`src/rtl/seg7_scan_driver.sv`:
```
// Scan driver for a 4-digit common-anode 7-segment display.
// Performs hex decode, dead-time blanking, leading-zero blanking and frame-synchronous shadow updates.
module seg7_scan_driver #(
    parameter int unsigned CLK_DIV     = 50000,
    parameter int unsigned DEAD_CYCLES = 16,
    parameter bit          LZB         = 1'b1
) (
    input  logic        clk,
    input  logic        rst,
    input  logic        disp_we_i,
    input  logic [15:0] disp_data_i,
    input  logic [3:0]  disp_dp_i,
    input  logic        disp_en_i,
    input  logic        raw_mode_i,
    input  logic [11:0] raw_digital_i,
    output logic [3:0]  an_o,
    output logic [7:0]  seg_o,
    output logic        frame_o
);

    localparam int unsigned      CNT_W    = (CLK_DIV > 1) ? $clog2(CLK_DIV) : 1;
    localparam logic [CNT_W-1:0] CNT_MAX  = CNT_W'(CLK_DIV - 1);
    localparam logic [CNT_W-1:0] DEAD_END = CNT_W'(DEAD_CYCLES);

    logic [CNT_W-1:0] cnt_q, cnt_d;
    logic [1:0]       idx_q, idx_d;
    logic [19:0]      shadow_q, shadow_d;
    logic [19:0]      pending_q, pending_d;
    logic             pend_q, pend_d;
    logic [3:0]       an_q, an_d;
    logic [7:0]       seg_q, seg_d;
    logic             frame_q, frame_d;

    logic             cnt_wrap;
    logic             boundary;
    logic [3:0]       nib;
    logic [3:0]       dp_bits;
    logic [15:0]      upper;
    logic             blank;

    function automatic logic [6:0] hex_decode(input logic [3:0] v);
        case (v)
            4'h0: hex_decode = 7'h40;
            4'h1: hex_decode = 7'h79;
            4'h2: hex_decode = 7'h24;
            4'h3: hex_decode = 7'h30;
            4'h4: hex_decode = 7'h19;
            4'h5: hex_decode = 7'h12;
            4'h6: hex_decode = 7'h02;
            4'h7: hex_decode = 7'h78;
            4'h8: hex_decode = 7'h00;
            4'h9: hex_decode = 7'h10;
            4'hA: hex_decode = 7'h08;
            4'hB: hex_decode = 7'h03;
            4'hC: hex_decode = 7'h46;
            4'hD: hex_decode = 7'h21;
            4'hE: hex_decode = 7'h06;
            default: hex_decode = 7'h0E;
        endcase
    endfunction

    always_comb begin
        cnt_wrap = (cnt_q == CNT_MAX);
        boundary = cnt_wrap && (idx_q == 2'd3);
        cnt_d    = cnt_wrap ? '0 : cnt_q + 1'b1;
        idx_d    = cnt_wrap ? idx_q + 2'd1 : idx_q;

        pending_d = pending_q;
        pend_d    = pend_q;
        shadow_d  = shadow_q;
        if (disp_we_i) begin
            pending_d = {disp_dp_i, disp_data_i};
            pend_d    = 1'b1;
        end
        // A write landing on the boundary itself bypasses pending so it shows next frame.
        if (boundary) begin
            if (disp_we_i) begin
                shadow_d = {disp_dp_i, disp_data_i};
            end else if (pend_q) begin
                shadow_d = pending_q;
            end
            pend_d = 1'b0;
        end
        frame_d = boundary;

        nib     = shadow_q[{idx_q, 2'b00} +: 4];
        dp_bits = shadow_q[19:16];
        upper   = shadow_q[15:0] >> {idx_q, 2'b00};
        blank   = LZB && (idx_q != 2'd0) && (upper == '0);

        if (raw_mode_i) begin
            an_d  = raw_digital_i[11:8];
            seg_d = raw_digital_i[7:0];
        end else if (!disp_en_i || (cnt_q < DEAD_END) || blank) begin
            an_d  = '1;
            seg_d = '1;
        end else begin
            an_d  = ~(4'b0001 << idx_q);
            seg_d = {~dp_bits[idx_q], hex_decode(nib)};
        end
    end

    always_ff @(posedge clk) begin
        if (rst) begin
            cnt_q     <= '0;
            idx_q     <= '0;
            shadow_q  <= '0;
            pending_q <= '0;
            pend_q    <= 1'b0;
            an_q      <= '1;
            seg_q     <= '1;
            frame_q   <= 1'b0;
        end else begin
            cnt_q     <= cnt_d;
            idx_q     <= idx_d;
            shadow_q  <= shadow_d;
            pending_q <= pending_d;
            pend_q    <= pend_d;
            an_q      <= an_d;
            seg_q     <= seg_d;
            frame_q   <= frame_d;
        end
    end

    assign an_o    = an_q;
    assign seg_o   = seg_q;
    assign frame_o = frame_q;

endmodule

```
`config.mk`:
```
export PLATFORM = sky130hd
export DESIGN_NAME = seg7_scan_driver
export DESIGN_NICKNAME = d
export VERILOG_FILES = /design/src/rtl/seg7_scan_driver.sv
export SDC_FILE = /design/constraint.sdc
export NUM_CORES = 1
export LEC_CHECK = 0
export CORE_AREA = 2 2 101 103
export DETAILED_ROUTE_END_ITERATION = 8
export DIE_AREA = 0 0 103 105
export HOLD_SLACK_MARGIN = 0.06
export PLACE_DENSITY = 0.64
export SETUP_SLACK_MARGIN = 0.5
export SYNTH_ARGS = -nofsm -noshare
export SYNTH_HDL_FRONTEND = slang
export SYNTH_SLANG_ARGS = --single-unit
```
`constraint.sdc`:
```
create_clock -name clk -period 3.03 [get_ports clk]
set_input_delay 0.606 -clock clk [delete_from_list [all_inputs] [get_ports clk]]
set_output_delay 0.606 -clock clk [all_outputs]
set_load 0.02 [all_outputs]
```
==> impl_metrics.env, run 1 <==
export IMPL_run_status="finished, final reports clean"
export IMPL_port_buffers=49
export IMPL_reg2reg_to="seg_o[3]"
export IMPL_period_needed_ps=2410
export IMPL_drive_above_1_share_pct=7.35
export IMPL_period_share_pct=79.5
export IMPL_synth_common_cells="nor2_1 (73), dfxtp_1 (72), mux2i_1 (24)"
export IMPL_power_density_nw_per_um2=478
export IMPL_grt_use_total_pct=13.3
export IMPL_synth_fp_nets=379
export IMPL_start_kind="register"
export IMPL_crit_required_ps=3310
export IMPL_synth_cell_type_count=43
export IMPL_ys_warn_count=0
export IMPL_slew_limit_headroom_pct=31.6
export IMPL_setup_viol=0
export IMPL_antenna_found_initial=0
export IMPL_clkLatencyLatePin_ps=340
export IMPL_async_flop_share_pct=0
export IMPL_ys_seq_elements=72
export IMPL_fmax_mhz=415
export IMPL_reg2reg_slack_ps=620
export IMPL_yosysSeqAreaShare_pct=45.6
export IMPL_vdd_drop_max_v=0.000248
export IMPL_clock_skew_ps=8.57
export IMPL_post_drt_wl_per_cell_um=13.0
export IMPL_maxCapViolations=0
export IMPL_drt_iter0_markers=56
export IMPL_cp_end_kind="register"
export IMPL_ant_nets=0
export IMPL_die_area_um2=10800
export IMPL_fp_row_count=36
export IMPL_totalWireLength_mm=6.70
export IMPL_synth_area_leaders="dfxtp_1 (46%), nor2_1 (8.7%), mux2i_1 (7.6%)"
export IMPL_crit_start="idx_q[0]"
export IMPL_synth_main_ff_cell="dfxtp_1"
export IMPL_syn2layout_area_growth_pct=25.4
export IMPL_crit_end="seg_o[3]"
export IMPL_r2r_start="idx_q[0]"
export IMPL_whs_ps=453
export IMPL_synthCells=331
export IMPL_setup_tns_ps=0
export IMPL_cts_made_buffers=9
export IMPL_grt_pass1_wl_mm=11.4
export IMPL_die_y_um=105
export IMPL_first_global_vias=2410
export IMPL_p_leak_nw=1.45
export IMPL_critPathKind="reg -> reg"
export IMPL_reg2reg_depth=7
export IMPL_worstPathMaxFanout=7
export IMPL_slew_viol_final=0
export IMPL_synth_top_area_cell="dfxtp_1"
export IMPL_synth_most_common_cell="nor2_1"
export IMPL_synth_avg_cell_area_um2=9.55
export IMPL_root_buffer="clkbuf_8"
export IMPL_worstMarginPinSlew_ps=1020
export IMPL_vias_per_cell=4.71
export IMPL_dieWidth_um=103
export IMPL_syn_cell_area_um2=3160
export IMPL_synth_top_area_share_pct=45.6
export IMPL_cts_max_path_buffers=2
export IMPL_synth_edf_count=0
export IMPL_grt_setup_unrepaired="false"
export IMPL_min_path_cells=1
export IMPL_cts_tree="yes"
export IMPL_grt_start_max_net_pins=51
export IMPL_dp_hpwl_mm=4.90
export IMPL_start_util_pct=32.8
export IMPL_htree_num_levels=3
export IMPL_grt_overflow=0
export IMPL_path_clk_slew_ps=70
export IMPL_cp_arrival_ps=2690
export IMPL_hold_path_class="reg -> reg"
export IMPL_place_congestion=0.814
export IMPL_first_pass_iters=4
export IMPL_diodes=0
export IMPL_drc_errors=0
export IMPL_clock_sinks=72
export IMPL_coreArea_um2=9640
export IMPL_vias=2419
export IMPL_cts_setup_buffers=0
export IMPL_nets=424
export IMPL_hold_viol_final=0
export IMPL_ios=50
-- cell families after synthesis --
logic type      count (synthesis)  share of synthesized area [%]
simple gates                  122                           18.0
flops                          72                           45.6
compound gates                 52                           11.9
mux                            30                           12.0
xor+xnor                       13                           3.60
buf+inv                        31                           4.55
fa+ha+maj                      11                           4.35
-- critical path, stage by stage (launching register included) --
cell and delay (ps):
dfxtp_1 380, mux4_1 660, inv_1 190, ha_1 230, nand3_1 130, a211oi_4 380
or3_1 230, o32a_1 160
-- repair_timing --
action,in CTS,in global routing
setup endpoints to repair,0,5
hold endpoints to repair,0,0
resized for setup,0,1
hold buffers,0,0
-- stage by stage --
| step | instances | util [%] | power [mW] | instance area, um2 | setup slack (ps) |
|---|---|---|---|---|---|
| after floorplan | 331 | - | 1.07 | 3160 | 733 |
| after CTS | 514 | 41.1 | 1.92 | 3960 | 573 |
| after global routing | 514 | 41.1 | 1.98 | 3970 | 506 |
| after global placement | 498 | 38.9 | 1.14 | 3750 | 736 |
| after detailed placement | 498 | 38.9 | 1.15 | 3750 | 613 |
| final | 514 | 41.1 | 1.90 | 3970 | 621 |
-- worst min-delay path by stage --
stage,to,start
final,cnt_q[0],cnt_q[0]
after global routing,cnt_q[0],cnt_q[0]
after CTS,cnt_q[0],cnt_q[0]
after detailed placement,cnt_q[0],cnt_q[0]
after global placement,cnt_q[0],cnt_q[0]
after floorplan,cnt_q[0],cnt_q[0]
-- state kept, by name, indices dropped and copies added (netlist names) --
name       count
an_o           4
cnt_q         16
idx_q          2
shadow_q      20
pend_q         1
seg_o          8
frame_o        1
pending_q     20
-- where the power goes --
| group | leakage, nW | internal, mW | switching, mW |
|---|---|---|---|
| clock | 0.107 | 0.427 | 0.347 |
| combinational | 0.757 | 0.0766 | 0.0646 |
| sequential | 0.587 | 0.972 | 0.00916 |
| total | 1.45 | 1.48 | 0.421 |
-- area by class of cell --
type / instances / area (um2)
timing repair buffer: 53 / 520
tap: 133 / 166
clock buffer: 12 / 155
clock inverter: 4 / 52.6
multi-input combinational: 228 / 1580
inverter: 12 / 45.0
fill: 996 / 5670
sequential: 72 / 1440
-- metal layers --
layer / global-route usage, % / wire, um / vias to the layer above / share of wire, %
met5: 0 / 0 / - / 0
met4: 3.38 / 63 / 0 / 0.94
met3: 4.15 / 292 / 6 / 4.4
met2: 20.5 / 3050 / 47 / 45
met1: 17.9 / 3290 / 1113 / 49
li1: - / - / 1253 / -
-- cells in the final DEF (no fill, tap or decap), drive strengths merged --
cell           Yosys  final
nand3              9      9
mux2i             24     24
ha                11     11
o21ai             12     12
o211a              1      1
bufinv             0      1
or3                3      3
inv               12     12
xnor2              9      9
a211oi            21     21
clkbuf             9     12
and4               1      1
nor3b              4      4
nand2b             2      2
nor2b              1      1
a2111oi            1      1
and3               1      1
o32a               3      3
a31oi              4      4
nor4               5      5
xor2               4      4
nand2             10     10
buf               10      4
a21oi              8      8
or2                1      1
and2               1      1
o311ai             1      1
mux4               5      5
nand4              3      3
clkdlybuf4s50      0     49
o22ai              1      1
clkinv             0      3
or4                2      2
nor3               6      6
dfxtp             72     72
mux2               1      1
nor2              73     73
Power figures use the tool's default switching activity.
==> run 2: changes to the inputs <==
PLACE_DENSITY = 0.66   (was 0.64)
clock period = 2.1 ns   (was 3.03 ns; I/O delays follow)
==> run 2 against run 1 <==
  * Routed wire length grew 30%
  * Global-route usage grew 3.4 points
  * Largest cell class unchanged
  * Count of clock-buffer cells in the layout shrank 2
  * Design area grew 24%
  * Largest power group unchanged
  * Highest routed layer unchanged
  * Setup slack lost 500 ps
  * Power grew 39%
  * Maximum frequency grew 21%
  * Utilization grew 10 points
  * Clock skew grew 5.6 ps
  * Final cell count grew 11%
==> impl_metrics.env, run 2 (synthesis gave the netlist of run 1 again) <==
export IMPL_fin_cells=568
export IMPL_grt_pass1_wl_mm=14.0
export IMPL_cp_arrival_ps=2210
export IMPL_root_buffer="clkbuf_8"
export IMPL_cpPeakStageDelay_ps=430
export IMPL_fmax_mhz=504
export IMPL_htree_num_levels=3
export IMPL_path_delay_family="simple AND/OR/NAND/NOR gates"
export IMPL_largest_registers="pending_q x20, shadow_q x20, cnt_q x16"
export IMPL_syn2layout_area_growth_pct=55.8
export IMPL_clock_sinks=72
export IMPL_power_density_nw_per_um2=534
export IMPL_vias=2771
export IMPL_first_pass_iters=5
export IMPL_path_cells="nand2_1 > or3_4 > nor3_4 > buf_6 > buf_6 > buf_12 > buf_6 > buf_16 > a211oi_2"
export IMPL_slew_viol_final=0
export IMPL_clkLatencyLatePin_ps=350
export IMPL_dp_hpwl_mm=4.99
export IMPL_cts_hold_fix_buffers=0
export IMPL_hold_viol_final=0
export IMPL_placed_cells=506
export IMPL_slew_limit_headroom_pct=70.6
export IMPL_start_util_pct=32.8
export IMPL_nFillCells=841
export IMPL_whs_ps=369
export IMPL_crit_required_ps=2320
export IMPL_path_clk_slew_ps=80
export IMPL_cpMostUsedCell="buf_6"
export IMPL_drt_iter0_markers=127
export IMPL_critPathKind="reg -> reg"
export IMPL_first_global_vias=2939
export IMPL_vias_per_cell=4.88
export IMPL_fp_row_count=36
export IMPL_clock_skew_ps=14.2
export IMPL_post_drt_wl_per_cell_um=15.3
export IMPL_cts_made_buffers=9
export IMPL_cts_tree="yes"
export IMPL_crit_buf_inv=5
export IMPL_setup_tns_ps=0
export IMPL_grt_setup_unrepaired="true"
export IMPL_die_y_um=105
export IMPL_period_needed_ps=1980
export IMPL_antenna_found_initial=0
export IMPL_vdd_drop_max_v=0.000308
export IMPL_grt_overflow=0
export IMPL_hold_path_class="in -> reg"
export IMPL_crit_slowest_cell="or3_4"
export IMPL_ant_nets=0
export IMPL_layout_common_cells="nor2_1 (62), dfxtp_1 (60), clkdlybuf4s50_1 (35), buf_4 (30), mux2i_1 (24)"
export IMPL_die_area_um2=10800
export IMPL_totalWireLength_mm=8.71
export IMPL_dieWidth_um=103
export IMPL_start_kind="register"
export IMPL_setup_viol=0
export IMPL_cp_end_kind="register"
export IMPL_period_share_pct=94.5
export IMPL_place_congestion=0.787
export IMPL_worstMarginPinSlew_ps=437
export IMPL_grt_use_total_pct=16.6
export IMPL_grt_start_max_net_pins=27
export IMPL_run_status="finished, final reports clean"
export IMPL_nets=478
export IMPL_maxCapViolations=0
export IMPL_ios=50
export IMPL_coreArea_um2=9640
export IMPL_cts_max_path_buffers=2
export IMPL_p_leak_nw=1.83
export IMPL_worstPathMaxFanout=5
export IMPL_drive_above_1_share_pct=35.4
export IMPL_diodes=0
export IMPL_port_buffers=49
export IMPL_reg2reg_slack_ps=120
export IMPL_drc_errors=0
export IMPL_final_common_cell="nor2_1"
## run 2: cell count changes in the layout (fill, tap and decap cells not counted), moves of 13 or more
cell	previous run	this run
a211oi_1	20	0
a211oi_2	0	20
buf_4	4	30
buf_6	0	16
clkdlybuf4s50_1	49	35
dlygate4sd2_1	0	13
## run 2: what timing repair did
action / in CTS / in global routing
endpoints found under the setup margin: 58 / 50
buffers inserted: 36 / 3
resized for setup: 89 / 32
pin swaps: 35 / 20
cloned: 7 / 0
## run 2: worst paths after layout
path                      from           end  cells after the start
setup reg to reg      cnt_q[9]  shadow_q[16]                      9
hold reg to reg   pending_q[6]  pending_q[6]                      2
setup / recovery      cnt_q[9]  shadow_q[16]                      9
hold / removal             rst       frame_o                      2
## run 2: stage by stage
step                area [um2]  worst slack (ps)  total power, mW  utilization (%)
floorplan                 3220               131             1.55                -
global placement          3870               143             1.66             40.1
detailed placement        3870              87.4             1.66             40.1
CTS                       4760               193             2.63             49.4
global route              4930              56.9             2.73             51.1
finish                    4930               116             2.63             51.1
## run 2: layout make-up
cell class	count	area, um2	area share (%)
clock buffer	10	138	2.79
clock inverter	6	35.0	0.711
inverter	12	47.5	0.965
multi-input combinational	228	1910	38.7
sequential	72	1470	29.9
tap	133	166	3.38
timing repair buffer	107	1160	23.6
## run 2: per-layer routing
metal	routed length (um)	track usage, %	part of all wire [%]
met5	0	0	0
met4	117	6.95	1.3
met3	339	4.28	3.9
met2	4530	28.6	52
met1	3720	19.1	43
## run 2: where the power goes
part	internal (mW)	switching, mW	total, mW	leakage, nW
clock network	0.452	0.535	0.987	0.0878
registers	1.39	0.0143	1.41	0.595
logic	0.123	0.112	0.235	1.15
total	1.97	0.661	2.63	1.83
## run 2: worst register-to-register path, delay by kind of cell (launching register included)
| kind | cells | cell delay, ps |
|---|---|---|
| AO/OA/AOI/OAI | 1 | 60 |
| flip-flops | 1 | 390 |
| buffers and inverters | 5 | 590 |
| AND/OR/NAND/NOR | 3 | 820 |
==> run 3: changes to the inputs <==
RECOVER_POWER = 25   (was default)
clock period = 1.7 ns   (was 2.1 ns; I/O delays follow)
==> run 3 against run 2 <==
  * The flow now finishes with violations (setup timing)
  * Clock power up 47%
  * Flip-flop and latch count did not move
  * Die area unchanged
  * Via count rose by 3.6%
  * Highest routed layer unchanged
==> impl_metrics.env, run 3 (synthesis gave the netlist of run 1 again) <==
export IMPL_place_congestion=0.887
export IMPL_period_needed_ps=1950
export IMPL_cts_hold_fix_buffers=0
export IMPL_cpMostUsedCell="buf_4"
export IMPL_clkLatencyLatePin_ps=360
export IMPL_maxCapViolations=0
export IMPL_start_util_pct=32.8
export IMPL_crit_slowest_cell="mux4_2"
export IMPL_clock_skew_ps=18.8
export IMPL_path_cells="mux4_2 > buf_4 > buf_4 > ha_1 > nand2b_1 > nor2_2 > a2111oi_4 > o21ai_1"
export IMPL_worstPathMaxFanout=4
export IMPL_path_clk_slew_ps=90
export IMPL_post_drt_wl_per_cell_um=16.1
export IMPL_whs_ps=342
export IMPL_cp_end_kind="register"
export IMPL_hold_path_class="in -> reg"
export IMPL_fp_row_count=36
export IMPL_htree_num_levels=3
export IMPL_syn2layout_area_growth_pct=64.1
export IMPL_coreArea_um2=9640
export IMPL_drt_iter0_markers=126
export IMPL_drive_above_1_share_pct=43.7
export IMPL_worstMarginPinSlew_ps=656
export IMPL_totalWireLength_mm=9.36
export IMPL_clock_sinks=72
export IMPL_start_kind="register"
export IMPL_grt_overflow=0
export IMPL_dieWidth_um=103
export IMPL_fin_ws_ps=-254
export IMPL_slew_limit_headroom_pct=56.3
export IMPL_root_buffer="clkbuf_8"
export IMPL_grt_start_max_net_pins=44
export IMPL_totalPowerFinal_mw=3.52
export IMPL_drc_errors=0
export IMPL_first_global_vias=3022
export IMPL_ios=50
export IMPL_vias=2872
export IMPL_final_common_cell="dfxtp_1"
export IMPL_cpPeakStageDelay_ps=580
export IMPL_diodes=0
export IMPL_grt_setup_unrepaired="true"
export IMPL_slew_viol_final=0
export IMPL_setup_viol=40
export IMPL_nFillCells=825
export IMPL_nets=492
export IMPL_cp_arrival_ps=2180
export IMPL_antenna_found_initial=0
export IMPL_port_buffers=49
export IMPL_dp_hpwl_mm=5.22
export IMPL_die_area_um2=10800
export IMPL_ant_nets=0
export IMPL_run_status="finished, violations left"
export IMPL_crit_required_ps=1930
export IMPL_critPathKind="reg -> reg"
export IMPL_cts_max_path_buffers=2
export IMPL_die_y_um=105
export IMPL_p_leak_nw=1.94
export IMPL_vdd_drop_max_v=0.000477
export IMPL_hold_viol_final=0
export IMPL_vias_per_cell=4.93
export IMPL_first_pass_iters=4
export IMPL_fmax_mhz=512
export IMPL_cts_tree="yes"
export IMPL_cts_made_buffers=9
export IMPL_layout_common_cells="dfxtp_1 (61), nor2_1 (46), buf_4 (41), clkdlybuf4s50_1 (34), mux2i_1 (23)"
export IMPL_period_share_pct=115
export IMPL_largest_registers="pending_q x20, shadow_q x20, cnt_q x16"
export IMPL_grt_pass1_wl_mm=14.7
export IMPL_violations="setup timing"
export IMPL_grt_use_total_pct=17.2
export IMPL_power_density_nw_per_um2=678
-- run 3: changes by cell type in the layout (fill, tap and decap cells not counted), moves of 3 or more --
cell,change
buf_12,+4
buf_2,+10
buf_4,+11
clkinv_2,-4
dlygate4sd2_1,-12
inv_6,+3
nor2_1,-16
nor2_2,+9
nor2_4,+7
-- run 3: power by group --
| part | leakage (nW) | internal (mW) | total [mW] | switching, mW |
|---|---|---|---|---|
| combinational | 1.24 | 0.166 | 0.323 | 0.157 |
| sequential | 0.594 | 1.73 | 1.75 | 0.0193 |
| clock | 0.103 | 0.706 | 1.45 | 0.744 |
-- run 3: worst paths after layout --
check | start | endpoint | slack (ps) | depth (start not counted)
worst min register to register | pend_q | pend_q | 510 | 1
worst max register to register | idx_q[0] | seg_o[2] | -250 | 8
worst min-delay path | rst | frame_o | 340 | 2
worst max-delay path | idx_q[0] | seg_o[2] | -250 | 8
-- run 3: per-stage QoR --
stage	setup TNS [ps]	area [um2]	std cells	setup slack, ps	utilization [%]
2_1_floorplan	-2400	3290	331	-269	-
3_3_place_gp	-3510	4160	534	-159	43.1
3_5_place_dp	-4750	4160	534	-221	43.1
4_1_cts	-2300	4970	575	-203	51.6
5_1_grt	-7010	5190	582	-346	53.8
6_report	-4250	5190	582	-254	53.8
-- run 3: layout make-up --
type                       count  area [um2]  share of cell area, %
sequential                    72        1470                   28.2
inverter                      12        50.0                  0.965
clock inverter                 7        83.8                   1.62
timing repair buffer         121        1280                   24.7
multi-input combinational    228        2020                   38.9
tap                          133         166                   3.21
clock buffer                   9         124                   2.39
-- run 3: metal layers --
layer	vias up	share of wire [%]	GRT usage [%]
li1	1384	-	-
met1	1372	43	22.0
met3	24	4.8	2.21
met4	0	2.8	6.39
met5	-	0	0
met2	92	50	29.2
-- run 3: worst max-delay path, delay by kind of cell (launching register included) --
family	cells	cell delay [ps]
multiplexers	1	580
flip-flops	1	380
buffers and inverters	2	290
AO/OA/AOI/OAI	2	270
adder cells (fa/ha/maj)	1	160
AND/OR/NAND/NOR	2	150
-- run 3: timing repair --
item / CTS / global route
cloned: 8 / 0
setup endpoints to repair: 82 / 54
gates resized for setup: 136 / 40
setup buffers: 17 / 7
pin swaps: 21 / 20
==> RTL change (config.mk and constraints of run 3) <==
The parameter `LZB` goes from 1'b1 to 1'b0.
--- a/src/rtl/seg7_scan_driver.sv
+++ b/src/rtl/seg7_scan_driver.sv
@@ -5,3 +5,3 @@
     parameter int unsigned DEAD_CYCLES = 16,
-    parameter bit          LZB         = 1'b1
+    parameter bit          LZB         = 1'b0
 ) (
Function: no difference found for any inputs over 10 cycles, from zero or initial values and one cycle with rst high; that may be too few to reach the edited logic, so the function may still have changed.
==> RTL change against run 3 <==
- the flow still finishes with violations (setup timing)
- setup slack worse by 20 ps
- via count up 4.0%
- sequential share of layout area up 1.0 points
- area after synthesis up 11%
- utilization down 2.3 points
- highest routed layer unchanged
- design area down 4.2%
- maximum frequency down 1.0%
- power up 1.7%
- clock skew down 10 ps
- sequential cell count unchanged
- wire length down 7.3%
- hold slack better by 140 ps
==> RTL change: results (changes against run 3) <==
Outcome
  – Status: finished, violations left
  – Violated checks: setup timing

CTS
  – Cts repair resizes: 68 (-50%)
  – Clk root buf: clkbuf_8
  – Post-CTS Setup Inserts: 2 (-15)

STA
  – PnR worst setup slack: -274 ps (-20.3 ps)
  – Fin Setup TNS: -10170 ps (-5910 ps)
  – Post-Route Skew: 8.79 ps (-9.98 ps)
  – Final setup violation count: 51 (+28%)
  – Tightest Pin Transition: 427 ps (-229 ps)
  – Min Tclk post-route: 1970 ps (+20.3 ps)

Critical path
  – Crit path largest cell delay: 550 ps (-30 ps)
  – Crit path max-delay cell type: or4_4
  – Worst Setup SP: cnt_q[10]$_SDFF_PP0_
  – Crit Path Max Fanout: 12 (+8)
  – Family with the most delay on the worst path: simple AND/OR/NAND/NOR gates
  – Register-to-Register Path Depth: 5 (-3)

Routing
  – Routed wl met3: 462 um (+2.4%)
  – Iteration-0 DRC Markers: 81 (-36%)
  – Drt wl/cell: 14.9 um (-7.5%)
  – Routed via count: 2986 (+4.0%)
  – Metal2 WL: 4160 um (-11%)
  – Met1 Wirelength: 3960 um (-0.70%)

Yosys
  – Register area share after synthesis: 41.2% (-4.4 points)
  – Mux contribution to synthesized area: 11.2% (-0.76 points)
  – Area contributors post-synth: dfxtp_1 41%, o31ai_2 6.1%, mux2_2 5.2%
  – Synth Area in Adders: 3.93% (-0.42 points)
  – Area fraction in compound gates after synthesis: 15.3% (+3.5 points)
  – Async set-reset flop share out of synthesis: 0% (unchanged)
  – Commonest cells in the netlist: 72 x dfxtp_1, 25 x nor2_1, 24 x a21oi_1, 22 x nand4_1, 20 x clkbuf_1
  – Post-Synthesis Cells: 353 (+6.6%)
  – Synth Area in XOR/XNOR: 3.51% (-0.096 points)
  – Syn_nets: 401 (+5.8%)

Place
  – Placed cells: 562 (+5.2%)
  – Placed instance area: 4560 um2 (+9.6%)
  – Detailed placement HPWL: 5870 um (+12%)
  – Routability Congestion: 0.793 (-11%)
  – Dpl ws: -318 ps (-97.2 ps)

Power
  – Flop pwr share: 48.7% (-0.9 points)
  – Switching power: 0.000800 W (-13%)
  – Worst VDD drop: 430 uV (-9.7%)
  – Leakage: 1.79 nW (-7.6%)
  – Pwr Total: 0.00358 W (+1.7%)
  – Comb pwr: 0.000306 W (-5%)

Hold path
  – Hold Path Class: flip-flop to flip-flop
  – Hold Startpoint: shadow_q[0]$_SDFFE_PP0P_

Final layout
  – Final net count: 493 (+0.20%)
  – Non-Filler Instances: 583 (+0.17%)
  – # diodes: 0 (unchanged)

Global routing
  – Largest net degree at the start of global routing: 27 (-39%)
  – GR Layer Usage met3: 4.41% (+2.2 points)
  – Grt met1 use: 21.0% (-1.0 points)
  – Antenna violations before repair: 0 (unchanged)
  – GR Util met2: 26.0% (-3.2 points)
-- RTL change: cell count changes after synthesis, sizes merged, moves of 6 or more --
cell / delta
nor2: -48
o21ai: -8
or2: +6
mux2i: -14
nand4: +19
mux2: +15
a211oi: -19
a21oi: +16
o31ai: +20
nor2b: +18
clkbuf: +11
-- RTL change: cell type report --
class	count	area [um2]
Sequential cell	72	1450
Fill cell	875	4670
Clock inverter	5	78.8
Timing Repair Buffer	108	971
Inverter	15	58.8
Multi-Input combinational cell	239	2100
Tap cell	133	166
Clock buffer	11	141
-- RTL change: path summary, 6_finish.rpt --
path	slack, ps	end
min	480	shadow_q[0]$_SDFFE_PP0P_
max reg2reg	-270	shadow_q[0]$_SDFFE_PP0P_
max	-270	shadow_q[0]$_SDFFE_PP0P_
min reg2reg	480	shadow_q[0]$_SDFFE_PP0P_
